`config.mk`:
```
export PLATFORM = sky130hd
export DESIGN_NAME = simplez_uart_tx
export DESIGN_NICKNAME = d
export VERILOG_FILES = /design/src/rtl/simplez_pkg.sv /design/src/rtl/simplez_fifo.sv /design/src/rtl/simplez_uart_tx.sv
export SDC_FILE = /design/constraint.sdc
export NUM_CORES = 1
export LEC_CHECK = 0
export CORE_MARGIN = 2
export CORE_UTILIZATION = 55
export CTS_CLUSTER_DIAMETER = 40
export DETAILED_ROUTE_END_ITERATION = 10
export HOLD_SLACK_MARGIN = 0.02
export MAX_ROUTING_LAYER = met4
export PLACE_DENSITY = 0.79
export SLEW_MARGIN = 20
export SYNTH_ARGS = -nofsm -noshare
export SYNTH_HDL_FRONTEND = slang
export SYNTH_SLANG_ARGS = --single-unit
```
`constraint.sdc`:
```
create_clock -name clk -period 2.8 [get_ports clk]
set_input_delay 0.56 -clock clk [delete_from_list [all_inputs] [get_ports clk]]
set_output_delay 0.56 -clock clk [all_outputs]
set_load 0.02 [all_outputs]
```
`src/rtl/simplez_pkg.sv`:
```
// Shared definitions for the Simplez I/O responders.
// Holds bus widths, the I/O address map, UART status bit positions and the
// transmitter FSM state encoding.
package simplez_pkg;

  localparam int unsigned DATAW = 12;
  localparam int unsigned ADDRW = 9;

  // I/O address map
  localparam logic [8:0] ADDR_LED  = 9'o100;
  localparam logic [8:0] ADDR_STAT = 9'o506;
  localparam logic [8:0] ADDR_DATA = 9'o507;

  // Status word bit positions
  localparam int unsigned STAT_EMPTY  = 0;
  localparam int unsigned STAT_FULL   = 1;
  localparam int unsigned STAT_OVR    = 2;
  localparam int unsigned STAT_BUSY   = 3;
  localparam int unsigned STAT_CNT_LO = 4;
  localparam int unsigned STAT_CNT_HI = 7;

  typedef enum logic [2:0] {
    StIdle   = 3'd0,
    StStart  = 3'd1,
    StData   = 3'd2,
    StParity = 3'd3,
    StStop   = 3'd4
  } tx_state_e;

endpackage

```
`src/rtl/simplez_fifo.sv`:
```
// Synchronous first-word-fall-through FIFO, falling-edge clocked.
// Ports:
//   clk_i, rstn_i      clock (falling edge) and synchronous active-low reset
//   push_i, din_i      write request and data; accepted when not full or when
//                      a pop happens in the same cycle
//   pop_i, dout_o      read request (ignored when empty) and head-of-queue data
//   count_o            number of stored entries (one bit wider than pointers)
//   full_o, empty_o    occupancy flags
module simplez_fifo #(
  parameter int unsigned WIDTH = 8,
  parameter int unsigned DEPTH = 4
) (
  input  logic                       clk_i,
  input  logic                       rstn_i,
  input  logic                       push_i,
  input  logic [WIDTH-1:0]           din_i,
  input  logic                       pop_i,
  output logic [WIDTH-1:0]           dout_o,
  output logic [$clog2(DEPTH):0]     count_o,
  output logic                       full_o,
  output logic                       empty_o
);

  localparam int unsigned PtrW = $clog2(DEPTH);
  localparam int unsigned CntW = PtrW + 1;

  logic [WIDTH-1:0] mem_q [DEPTH];
  logic [PtrW-1:0]  wr_ptr_q, wr_ptr_d;
  logic [PtrW-1:0]  rd_ptr_q, rd_ptr_d;
  logic [CntW-1:0]  count_q, count_d;
  logic             full, empty, do_push, do_pop;

  always_comb begin
    full    = (count_q == CntW'(DEPTH));
    empty   = (count_q == '0);
    do_pop  = pop_i & ~empty;
    // A pop in the same cycle frees a slot, so a push into a full FIFO is ok
    do_push = push_i & (~full | do_pop);
    // Pointers are exactly log2(DEPTH) wide and wrap on their own
    wr_ptr_d = wr_ptr_q + PtrW'(do_push);
    rd_ptr_d = rd_ptr_q + PtrW'(do_pop);
    count_d  = count_q + CntW'(do_push) - CntW'(do_pop);
  end

  always_ff @(negedge clk_i) begin
    if (!rstn_i) begin
      wr_ptr_q <= '0;
      rd_ptr_q <= '0;
      count_q  <= '0;
    end else begin
      wr_ptr_q <= wr_ptr_d;
      rd_ptr_q <= rd_ptr_d;
      count_q  <= count_d;
    end
  end

  // Storage needs no reset: pointers and count define validity
  always_ff @(negedge clk_i) begin
    if (do_push) begin
      mem_q[wr_ptr_q] <= din_i;
    end
  end

  assign dout_o  = mem_q[rd_ptr_q];
  assign count_o = count_q;
  assign full_o  = full;
  assign empty_o = empty;

endmodule

```
`src/rtl/simplez_uart_tx.sv`:
```
// Memory-mapped 8N1 serial transmitter on the Simplez CPU responder bus.
// Writes to ADDR_DATA queue a byte; ADDR_STAT reads return the status word
// {0, count[3:0], busy, ovr, full, empty} and writes with bit0 set clear ovr.
// Read data is registered one falling edge after the address, like main memory.
// Ports:
//   clk       system clock, all state changes on the falling edge
//   rstn      synchronous active-low reset
//   addr, wr, data_in   CPU address, write strobe and data bus
//   data_out  registered read data (0 when not selected)
//   sel       registered address hit, used by the top level to mux data_out
//   tx        serial line, idle high
//   busy      FIFO non-empty or a frame in flight
// Build option: define SIMPLEZ_TX_PARITY_EN to append an even-parity bit
// between the data bits and the stop bit.
module simplez_uart_tx #(
  parameter int unsigned      DATAW      = simplez_pkg::DATAW,
  parameter int unsigned      ADDRW      = simplez_pkg::ADDRW,
  parameter int unsigned      BAUD_DIV   = 104,
  parameter int unsigned      FIFO_DEPTH = 4,
  parameter logic [ADDRW-1:0] ADDR_DATA  = ADDRW'(simplez_pkg::ADDR_DATA),
  parameter logic [ADDRW-1:0] ADDR_STAT  = ADDRW'(simplez_pkg::ADDR_STAT)
) (
  input  logic             clk,
  input  logic             rstn,
  input  logic [ADDRW-1:0] addr,
  input  logic             wr,
  input  logic [DATAW-1:0] data_in,
  output logic [DATAW-1:0] data_out,
  output logic             sel,
  output logic             tx,
  output logic             busy
);

  import simplez_pkg::*;

  localparam int unsigned      CntW     = $clog2(FIFO_DEPTH) + 1;
  localparam int unsigned      BaudW    = 12;
  localparam logic [BaudW-1:0] BaudLast = BaudW'(BAUD_DIV - 1);

  logic             hit_data, hit_stat, push, pop, ovf;
  logic [7:0]       fifo_dout;
  logic [CntW-1:0]  fifo_count;
  logic             fifo_full, fifo_empty;
  logic [7:0]       cnt_wide;
  logic [DATAW-1:0] stat_word;

  tx_state_e        state_q, state_d;
  logic [BaudW-1:0] baud_q, baud_d;
  logic [2:0]       bit_q, bit_d;
  logic [7:0]       shreg_q, shreg_d;
  logic             ovr_q, ovr_d;
  logic [DATAW-1:0] dout_q, dout_d;
  logic             sel_q, sel_d;

  // Only the low byte of a data write is transmitted
  logic unused_data_hi;
  assign unused_data_hi = ^data_in[DATAW-1:8];

  simplez_fifo #(
    .WIDTH (8),
    .DEPTH (FIFO_DEPTH)
  ) u_fifo (
    .clk_i   (clk),
    .rstn_i  (rstn),
    .push_i  (push),
    .din_i   (data_in[7:0]),
    .pop_i   (pop),
    .dout_o  (fifo_dout),
    .count_o (fifo_count),
    .full_o  (fifo_full),
    .empty_o (fifo_empty)
  );

  // Address decode, overrun flag and read register
  always_comb begin
    hit_data = (addr == ADDR_DATA);
    hit_stat = (addr == ADDR_STAT);
    push     = wr & hit_data;
    pop      = (state_q == StIdle) & ~fifo_empty;
    ovf      = push & fifo_full & ~pop;

    busy = ~fifo_empty | (state_q != StIdle);

    // Count of 16 in a 16-deep FIFO wraps to 0 here; full disambiguates
    cnt_wide  = 8'(fifo_count);
    stat_word = '0;
    stat_word[STAT_EMPTY] = fifo_empty;
    stat_word[STAT_FULL]  = fifo_full;
    stat_word[STAT_OVR]   = ovr_q;
    stat_word[STAT_BUSY]  = busy;
    stat_word[STAT_CNT_HI:STAT_CNT_LO] = cnt_wide[3:0];

    ovr_d = ovr_q;
    if (wr & hit_stat & data_in[0]) begin
      ovr_d = 1'b0;
    end
    // Overflow in the same cycle as a clear leaves the flag set
    if (ovf) begin
      ovr_d = 1'b1;
    end

    dout_d = hit_stat ? stat_word : '0;
    sel_d  = hit_data | hit_stat;
  end

  // Shifter FSM; every state exit happens on a baud tick, which also reloads
  always_comb begin
    state_d = state_q;
    bit_d   = bit_q;
    shreg_d = shreg_q;
    baud_d  = (baud_q == '0) ? BaudLast : baud_q - 1'b1;
    tx      = 1'b1;
    case (state_q)
      StIdle: begin
        baud_d = BaudLast;
        if (!fifo_empty) begin
          shreg_d = fifo_dout;
          bit_d   = '0;
          state_d = StStart;
        end
      end
      StStart: begin
        tx = 1'b0;
        if (baud_q == '0) begin
          state_d = StData;
        end
      end
      StData: begin
        tx = shreg_q[bit_q];
        if (baud_q == '0) begin
          if (bit_q == 3'd7) begin
`ifdef SIMPLEZ_TX_PARITY_EN
            state_d = StParity;
`else
            state_d = StStop;
`endif
          end else begin
            bit_d = bit_q + 3'd1;
          end
        end
      end
`ifdef SIMPLEZ_TX_PARITY_EN
      StParity: begin
        tx = ^shreg_q;
        if (baud_q == '0) begin
          state_d = StStop;
        end
      end
`endif
      StStop: begin
        tx = 1'b1;
        if (baud_q == '0) begin
          state_d = StIdle;
        end
      end
      default: begin
        state_d = StIdle;
      end
    endcase
  end

  always_ff @(negedge clk) begin
    if (!rstn) begin
      state_q <= StIdle;
      baud_q  <= BaudLast;
      bit_q   <= '0;
      shreg_q <= '0;
      ovr_q   <= 1'b0;
      dout_q  <= '0;
      sel_q   <= 1'b0;
    end else begin
      state_q <= state_d;
      baud_q  <= baud_d;
      bit_q   <= bit_d;
      shreg_q <= shreg_d;
      ovr_q   <= ovr_d;
      dout_q  <= dout_d;
      sel_q   <= sel_d;
    end
  end

  assign data_out = dout_q;
  assign sel      = sel_q;

endmodule
```
# Word level (Yosys, flattened, before mapping)
# Memory sizes are Yosys's and may differ from the RTL's. A register that Yosys moved wholly into a read port is not among the register bits.
# Cells that the tools add are included.
# word_totals
inputBits	24
register_bits	39
output_inout_bits	15
wordCells	75
mem_bits_rw	32
memories	1
# mem_list
name	words	word_bits	read_ports	rd_clocked_by_memory_dff	write_ports	line_no	text
u_fifo.mem_q	4	8	1	1	1	simplez_fifo.sv:27	logic [WIDTH-1:0] mem_q [DEPTH];
# classes
add_sub_neg	6
eq_ne	13
bitwise	15
n_mux	17
n_lt_le_gt_ge	1
reduce_logical	12
# ops
op	n
$mux W3	8
$eq A9 B9 Y1 const B	2
$logic_not A12 Y1	1
$ne A2 B2 Y1 const B	6
$pmux W3 S4	1
$sub A12 B1 Y12 const B	1
$eq A3 B3 Y1 const B	3
$and A1 B1 Y1	8
$logic_not A3 Y1	2
$pmux W3 S2	1
$mux W1	5
$reduce_and A5 Y1	1
$add A2 B1 Y2	2
$lt A3 B4 Y1 const B	1
$not A1 Y1	4
$reduce_and A2 Y1	2
$reduce_and A4 Y1	1
$reduce_bool A2 Y1	2
$add A3 B1 Y3	1
$add A3 B1 Y3 const B	1
$bmux W1 S3	1
$eq A3 B1 Y1 const B	1
$eq A3 B2 Y1 const B	1
$or A1 B1 Y1	3
other kinds (5)	5

# Logic depth before layout (Yosys ltp)
# Gate-level depths: netlist (run 1).
# depth
depth_word	8
mapped_depth	9
mapped_depth_nobuf	9

# Modules after synthesis
# A second synthesis (run 1) with hierarchy kept.
# hier_totals
hier_cells	245
hier_area_um2	3124.2
# modules_own_cells
mod	cells_per_inst	instances	area_each_um2	seq_area_each_um2
simplez_uart_tx	164	1	1565.3	700.7
simplez_fifo	81	1	1559.0	1101.1

==> flow_summary.ini, run 1 <==
[logic_synthesis]
synthCells = 251
ys_top_cells_by_area = edfxtp_1 31%, dfxtp_1 27%, mux4_2 7.2%, nand2_1 3.4%, ha_1 3.2%
yosysUniqueCellTypes = 50
synth_top_area_share_pct = 30.7
synth_edf_count = 32
synth.most_common_cell = dfxtp_1
synth_warnings = 0
yosysSeqAreaShare_pct = 57.5
syn_area_mm2 = 0.00313
synth-main-ff-cell = dfxtp_1
ys_top_cells_by_count = 42 x dfxtp_1, 32 x edfxtp_1, 28 x nand2_1
syn_avg_cell_area_um2 = 12.5
ys_ff_latch = 74
synth_top_cell_by_area = edfxtp_1
ys_async_sr_fraction_pct = 0

[die]
rows = 27
die_area_mm2 = 0.00631
die_x_um = 79.5
die_y_um = 79.5
io_pins = 39
initial_utilization_pct = 56.9
core-area_mm2 = 0.00551

[power_and_ir_drop]
p_per_area_mw_per_mm2 = 798
ir_worst_vdd_v = 0.000701
p_leak_nw = 2.00

[place]
place_congestion = 0.792
io_buffers = 29
hpwl_um = 3920
dp_slack_ns = -1.19
dpl.cell_count = 370

[critical_path]
arrival_ns = 3.14
crit_type = register to output port
worst-path-max-fanout = 3
required_ns = 2.24
end_kind = output port
worstSetupStartpointType = register

[drt]
drt_first_iter_violations = 176
routed_via_density = 5.21
drtPass1Iterations = 4
wl_um = 6890
wl_per_cell_um = 14.8
num_vias = 2424
drc = 0
final_antenna_net_count = 0

[finish]
drive_gt1_share_pct = 28.8
syn_to_final_growth_pct = 37.4
antenna_cells = 0
fin_cells = 465
finish.utilization_pct = 78.1
nNetsFinal = 423

[global_routing]
grt.total_usage_pct = 23.5
overflow = 0
grt_pass1_wl_um = 10800
antenna_found_initial = 0
grt_max_degree = 13
grt_pass1_vias = 2579

[outcome]
violations = setup timing
status = complete, but fails checks

[timing]
rsz0062_at_grt = yes
setup_viol = 39
worstMarginPinSlew_ns = 0.582
skew_ns = 0.0312
slew_violations = 0
setup_slack_ns = -0.897
maxSlewHeadroom_pct = 61.1
finalSetupTns_ns = -15.97
hold_violations = 0

[run]
maxCapViolCount = 0

[clock_network]
clk_latency_ns = 0.42
cts-buffers-inserted = 9
clk_pin_slew_ns = 0.07
hold_buffers = 0
root_buffer = clkbuf_8
tritoncts = yes
ctsLongestPathBuffers = 2
htreeDepth = 3
cts_num_sinks = 74

[hold_path]
hold_path.class = register to register
[critical path, cell delays in order (launching register included)]
cell     delay (ns)
dfxtp_4        0.38
mux4_2         0.51
mux2i_2        0.20
a21oi_2        0.07
buf_2          0.17
[path summary, 6_finish.rpt]
check,startpoint,to,slack [ns],cells after the start
max,bit_q[1],tx,-0.90,4
min,baud_q[0],baud_q[0],0.43,1
max reg2reg,u_fifo.count_o[2],u_fifo.count_o[2],0.38,9
min reg2reg,baud_q[0],baud_q[0],0.43,1
[through the flow]
stage	total power, mW	area [um2]	hold WS [ns]
after floorplan	1.91	3170	0.391
after global placement	2.16	3670	0.410
after detailed placement	2.20	3670	0.418
after CTS	3.43	4260	0.427
after global routing	3.69	4300	0.455
final	3.43	4300	0.429
[sequential cells by signal, indices dropped and copies added, names as in the netlist]
register and flops:
u_fifo.count_o 3, baud_q 12, data_out 7, u_fifo.wr_ptr_q 2
state_q 3, shreg_q 8, bit_q 3, ovr_q 1
u_fifo.rd_ptr_q 2, sel 1, u_fifo.mem_q 32
[where the power goes]
part / switching, mW / total [mW] / internal [mW]
sequential: 0.0949 / 1.31 / 1.22
combinational: 0.398 / 0.829 / 0.431
clock: 0.664 / 1.29 / 0.627
[kinds of logic after synthesis]
kind of cell | after synthesis | share of synthesized area (%)
compound gates | 20 | 4.39
fa+ha+maj | 9 | 3.84
xor+xnor | 12 | 3.36
flops | 74 | 57.5
simple gates | 96 | 18.1
buf+inv | 24 | 3.91
other cells | 1 | 0.120
mux | 15 | 8.79
[what timing repair did]
action / 4_1_cts / 5_1_grt
cloned: 0 / 0
endpoints found under the setup margin: 56 / 51
pin swaps: 12 / 8
gates resized for setup: 107 / 15
setup buffers: 8 / 3
[routing by layer]
layer | GRT usage, % | vias to the layer above | routed length (um)
met3 | 10.5 | 24 | 395
met4 | 17.6 | 0 | 212
met1 | 22.8 | 1156 | 2680
li1 | - | 1156 | -
met5 | - | - | 0
met2 | 36.8 | 88 | 3600
[cell type report]
type / count / area [um2]
Fill cell: 352 / 1200
Tap cell: 72 / 90.1
Clock inverter: 79 / 355
Multi-Input combinational cell: 157 / 1330
Timing Repair Buffer: 64 / 554
Clock buffer: 9 / 124
Sequential cell: 74 / 1820
Inverter: 10 / 37.5
[cell usage in the layout, fill, tap and decap left out, drive strengths merged, types with 2 or more instances in the layout]
master | netlist | routed
mux4 | 10 | 10
nor2b | 2 | 2
a21boi | 9 | 9
inv | 10 | 84
dlygate4sd2 | 0 | 2
nor2 | 17 | 17
nor4 | 3 | 3
dfxtp | 42 | 42
nand3 | 6 | 6
nor3b | 3 | 3
nand2b | 4 | 4
xnor2 | 6 | 6
bufinv | 0 | 2
and3b | 2 | 2
a21oi | 5 | 5
and4b | 2 | 2
conb | 1 | 5
and3 | 2 | 2
or3 | 5 | 5
mux2i | 5 | 5
clkdlybuf4s50 | 0 | 8
xor2 | 6 | 6
and2 | 9 | 9
clkbuf | 5 | 9
nand2 | 29 | 29
ha | 8 | 8
buf | 8 | 52
clkinv | 1 | 2
edfxtp | 32 | 32
nor3 | 6 | 6
Note: power is estimated with default switching activity, not from simulation.
==> inputs of run 2 (changes only) <==
--- a/config.mk
+++ b/config.mk
@@ -5,13 +5,13 @@
 export SDC_FILE = /design/constraint.sdc
 export NUM_CORES = 1
 export LEC_CHECK = 0
-export CORE_MARGIN = 2
 export CORE_UTILIZATION = 55
 export CTS_CLUSTER_DIAMETER = 40
 export DETAILED_ROUTE_END_ITERATION = 10
 export HOLD_SLACK_MARGIN = 0.02
 export MAX_ROUTING_LAYER = met4
 export PLACE_DENSITY = 0.79
+export RECOVER_POWER = 100
 export SLEW_MARGIN = 20
 export SYNTH_ARGS = -nofsm -noshare
 export SYNTH_HDL_FRONTEND = slang
==> run 2 against run 1 <==
The run still ends with setup timing left. Worst setup slack got worse by 0.019 ns. Clock skew increased by 0.0029 ns. Clock power decreased by 5%. Highest routed layer unchanged.
==> flow_summary.ini, run 2 (synthesis results as in run 1) <==
[timing]
slew_violations = 0
hold_violations = 0
setup_slack_ns = -0.916
skew_ns = 0.0340
worstMarginPinSlew_ns = 0.578
maxSlewHeadroom_pct = 61.4
setup_viol = 63
rsz0062_at_grt = yes

[power_and_ir_drop]
p_per_area_mw_per_mm2 = 785
ir_worst_vdd_v = 0.000640
p_leak_nw = 1.98

[critical_path]
required_ns = 2.24
arrival_ns = 3.16
crit_buf_inv = 1
crit_chain = mux4_2 > mux2i_2 > a21oi_2 > buf_2
reg2reg_depth = 10
worst-path-max-fanout = 3
worstSetupStartpointType = register
max_stage_delay_ns = 0.51
cp_top_family = multiplexers
crit_type = register to output port
path_depth = 4
end_kind = output port
slowest_stage = mux4_2

[clock_network]
ctsLongestPathBuffers = 2
htreeDepth = 3
cts-buffers-inserted = 9
clk_pin_slew_ns = 0.06
root_buffer = clkbuf_8
hold_buffers = 0
cts_num_sinks = 74
tritoncts = yes
clk_latency_ns = 0.43

[place]
place_congestion = 0.770
hpwl_um = 3970
io_buffers = 29
dpl.cell_count = 370
place_area_mm2 = 0.00367

[drt]
wl_um = 6650
drt_first_iter_violations = 104
wl_per_cell_um = 14.3
num_vias = 2340
routed_via_density = 5.03
drtPass1Iterations = 4
final_antenna_net_count = 0
drc = 0

[finish]
fin_cells = 465
regArea_mm2 = 0.00182
antenna_cells = 0
mostFrequentLayoutCells = 82 x inv_1, 32 x edfxtp_1, 31 x dfxtp_1, 28 x nand2_1, 26 x buf_4
multiInputGateArea_mm2 = 0.00131
nNetsFinal = 421
fill_cells = 346
drive_gt1_share_pct = 29.3
final_common_cell = inv_1
syn_to_final_growth_pct = 36.2
largest_reg_flops = 32
reg_top3 = u_fifo.mem_q (32), baud_q (12), shreg_q (8)
top_register = u_fifo.mem_q
fin_area_mm2 = 0.00426

[global_routing]
grt.total_usage_pct = 25.0
grt_pass1_vias = 2593
overflow = 0
grt_max_degree = 16
antenna_found_initial = 0
grt_pass1_wl_um = 10900

[die]
rows = 27
core-area_mm2 = 0.00551
die_area_mm2 = 0.00600
initial_utilization_pct = 56.9
die_x_um = 77.5
die_y_um = 77.5
io_pins = 39

[outcome]
status = complete, but fails checks
violations = setup timing

[hold_path]
hold_path.class = register to register
whs_path_depth = 1

[run]
maxCapViolCount = 0
-- run 2: cell types whose count changed in the layout (fill, tap and decap cells not counted), sizes merged, moves of 2 or more --
cell	before	now
clkbuf	9	13
inv	84	87
buf	52	47
clkinv	2	4
clkdlybuf4s50	8	1
dlygate4sd3	0	9
bufinv	2	0
-- run 2: final cells by class --
type | instances | area share [%]
clock buffers | 9 | 2.90
repair buffers | 62 | 12.4
flip-flops and latches | 74 | 42.6
clock inverters | 81 | 8.25
inverters | 10 | 0.880
multi-input cells | 157 | 30.8
well taps | 72 | 2.11
-- run 2: metal layers --
layer / part of all wire [%] / up-vias / wire (um) / GRT usage, %
met4: 2.0 / 0 / 133 / 14.9
li1: - / 1153 / - / -
met5: 0 / - / 0 / -
met3: 4.5 / 17 / 302 / 13.1
met2: 54 / 62 / 3560 / 40.8
met1: 40 / 1108 / 2660 / 23.3
-- run 2: what timing repair did --
item | in CTS | in global routing
pin swaps | 11 | 1
resized for setup | 104 | 18
buffers inserted | 5 | 3
setup endpoints to repair | 56 | 49
-- run 2: worst paths after layout --
kind / start / end / slack (ns)
worst min register to register: baud_q[0] / baud_q[0] / 0.43
worst max-delay path: bit_q[1] / tx / -0.92
worst max register to register: u_fifo.count_o[1] / u_fifo.count_o[2] / 0.44
worst min-delay path: baud_q[0] / baud_q[0] / 0.43
-- run 2: report_power, final --
group          switching (mW)  internal [mW]
Combinational           0.389          0.416
Sequential             0.0913           1.22
Clock                   0.746          0.489
-- run 2: stage by stage --
step	setup TNS, ns	worst slack [ns]	util [%]	total power [mW]	hold slack, ns
after detailed placement	-56.08	-1.21	66.7	2.21	0.421
after CTS	-14.02	-0.912	76.6	3.32	0.428
final	-17.03	-0.916	77.4	3.35	0.425
after global placement	-52.01	-1.13	66.7	2.17	0.410
after floorplan	-20.61	-0.733	-	1.91	0.391
after global routing	-19.58	-0.958	77.4	3.60	0.468
==> inputs of run 3 (changes only) <==
--- a/config.mk
+++ b/config.mk
@@ -5,6 +5,7 @@
 export SDC_FILE = /design/constraint.sdc
 export NUM_CORES = 1
 export LEC_CHECK = 0
+export ABC_AREA = 1
 export CORE_UTILIZATION = 55
 export CTS_CLUSTER_DIAMETER = 40
 export DETAILED_ROUTE_END_ITERATION = 10
==> run 3 against run 2 <==
The flow still finishes with violations (setup timing). Global-route usage decreased by 0.072 points. Core utilization grew 1.8 points. Non-clock buffer count grew 3. Die area up 1.7%. Largest power group is now the clock network. Worst setup slack improved by 0.36 ns.
==> flow_summary.ini, run 3 <==
[logic_synthesis]
synth_top_area_share_pct = 30.2
synth-xor-area-share_pct = 1.10
synth_warnings = 0
syn_area_mm2 = 0.00319
synth_edf_count = 32
synth_mux_area_share_pct = 0
synth-compound-area-share_pct = 10.1
synth.most_common_cell = nor2_1
ys_async_sr_fraction_pct = 0
synthCells = 351
synth_top_cell_by_area = edfxtp_1
ys_top_cells_by_area = edfxtp_1 30%, dfxtp_1 26%, nor2_1 8.4%, o21ai_0 5.3%, inv_1 4.8%
syn_avg_cell_area_um2 = 9.08
ys_ff_latch = 74
ys_top_cells_by_count = 71 x nor2_1, 42 x dfxtp_1, 41 x inv_1
yosysUniqueCellTypes = 32
synth_top_family_by_area = simple AND/OR/NAND/NOR gates
synth_fa_ha_area_share_pct = 3.77
synthSimpleGateAreaFrac_pct = 20.6
yosysSeqAreaShare_pct = 56.5
synth-main-ff-cell = dfxtp_1

[clock_network]
root_buffer = clkbuf_8
ctsLongestPathBuffers = 2
cts-buffers-inserted = 9
tritoncts = yes
cts_num_sinks = 74
clk_pin_slew_ns = 0.05
htreeDepth = 3
clk_latency_ns = 0.40

[power_and_ir_drop]
p_leak_nw = 2.07
switchingPower_mw = 1.52
p_per_area_mw_per_mm2 = 919
pwr-share-clk_pct = 33.6
swShare_pct = 37.8
p_seq_share_pct = 33.3
total_power_mw = 4.03
intPower_mw = 2.51
pwr-share-comb_pct = 33.0
ir_worst_vdd_v = 0.000713

[place]
hpwl_um = 4260
place_congestion = 0.829
place_area_mm2 = 0.00379
dp_slack_ns = -1.08
dpl.cell_count = 474
io_buffers = 29

[outcome]
status = complete, but fails checks
violations = setup timing

[die]
core-area_mm2 = 0.00554
initial_utilization_pct = 57.5
rows = 27
die_area_mm2 = 0.00610
die_x_um = 78.1
die_y_um = 78.1
io_pins = 39

[global_routing]
grt.total_usage_pct = 25.0
overflow = 0
grt_max_degree = 19
grt_pass1_vias = 2833
grt_pass1_wl_um = 11300
antenna_found_initial = 0

[timing]
hold_violations = 0
setup_viol = 42
skew_ns = 0.0220
finalSetupTns_ns = -14.34
rsz0062_at_grt = yes
setup_slack_ns = -0.552
slew_violations = 0
timing.hold.ws_ns = 0.405

[finish]
fin_area_mm2 = 0.00439
largest_reg_flops = 32
syn_to_final_growth_pct = 37.7
fin_cells = 569
regArea_mm2 = 0.00182
fill_cells = 369
reg_top3 = u_fifo.mem_q (32), baud_q (12), shreg_q (8)
finish.utilization_pct = 79.2
final_common_cell = inv_1
multiInputGateArea_mm2 = 0.00128
antenna_cells = 0
nNetsFinal = 525
top_register = u_fifo.mem_q
mostFrequentLayoutCells = 109 x inv_1, 65 x nor2_1, 32 x o21ai_0, 32 x dfxtp_1, 32 x edfxtp_1
drive_gt1_share_pct = 22.7

[critical_path]
arrival_ns = 2.79
required_ns = 2.24
worstSetupStartpointType = register
end_kind = output port
reg2reg_depth = 14
worst-path-max-fanout = 6
crit_type = register to output port

[drt]
final_antenna_net_count = 0
drt_first_iter_violations = 147
drtPass1Iterations = 4
routed_via_density = 4.85
drc = 0
wl_um = 6930
num_vias = 2762
wl_per_cell_um = 12.2

[hold_path]
hold_path.class = register to register
whs_path_depth = 1

[run]
maxCapViolCount = 0
-- run 3: cell families after synthesis --
kind of cell / Yosys count
other cells: 1
flops: 74
simple gates: 146
fa+ha+maj: 9
compound gates: 61
buf+inv: 56
xor+xnor: 4
-- run 3: area by class of cell --
class / count / share of cell area (%)
well taps: 72 / 2.05
flip-flops and latches: 74 / 41.4
clock inverters: 81 / 8.64
multi-input cells: 225 / 29.1
repair buffers: 65 / 12.3
inverters: 43 / 3.74
clock buffers: 9 / 2.82
-- run 3: critical path, cell delays in order (launching register included) --
cell and delay, ns:
dfxtp_4 0.37, nor2_2 0.03, nor2_1 0.08, o21ai_1 0.08, o211ai_1 0.08, nand3_1 0.13
o21ai_2 0.09, buf_6 0.13
-- run 3: per-layer routing --
layer  track usage [%]  up-vias  share of wire [%]  wire length [um]
met5                 -        -                  0                 0
met1              25.0     1230                 42              2880
met4              18.3        0                1.8               122
met3              8.49       11                4.4               308
met2              40.5       83                 52              3620
li1                  -     1438                  -                 -
-- run 3: worst paths after layout --
check,startpoint,endpoint,slack [ns]
max,bit_q[0],tx,-0.55
min,baud_q[0],baud_q[0],0.40
max reg2reg,state_q[0],u_fifo.count_o[2],0.51
min reg2reg,baud_q[0],baud_q[0],0.40
-- run 3: timing repair --
| item | 4_1_cts | 5_1_grt |
|---|---|---|
| setup endpoints to repair | 54 | 48 |
| buffers inserted | 2 | 4 |
| pin swaps | 15 | 12 |
| resized for setup | 96 | 27 |
| hold buffers | 0 | 0 |
-- run 3: power by group through the flow --
| stage | combinational, mW | clock (mW) | sequential [mW] |
|---|---|---|---|
| CTS | 1.27 | 1.40 | 1.34 |
| floorplan | 0.785 | 0.161 | 1.33 |
| finish | 1.33 | 1.36 | 1.34 |
| global route | 1.48 | 1.51 | 1.35 |
| detailed placement | 1.19 | 0.161 | 1.35 |
| global placement | 1.16 | 0.161 | 1.35 |
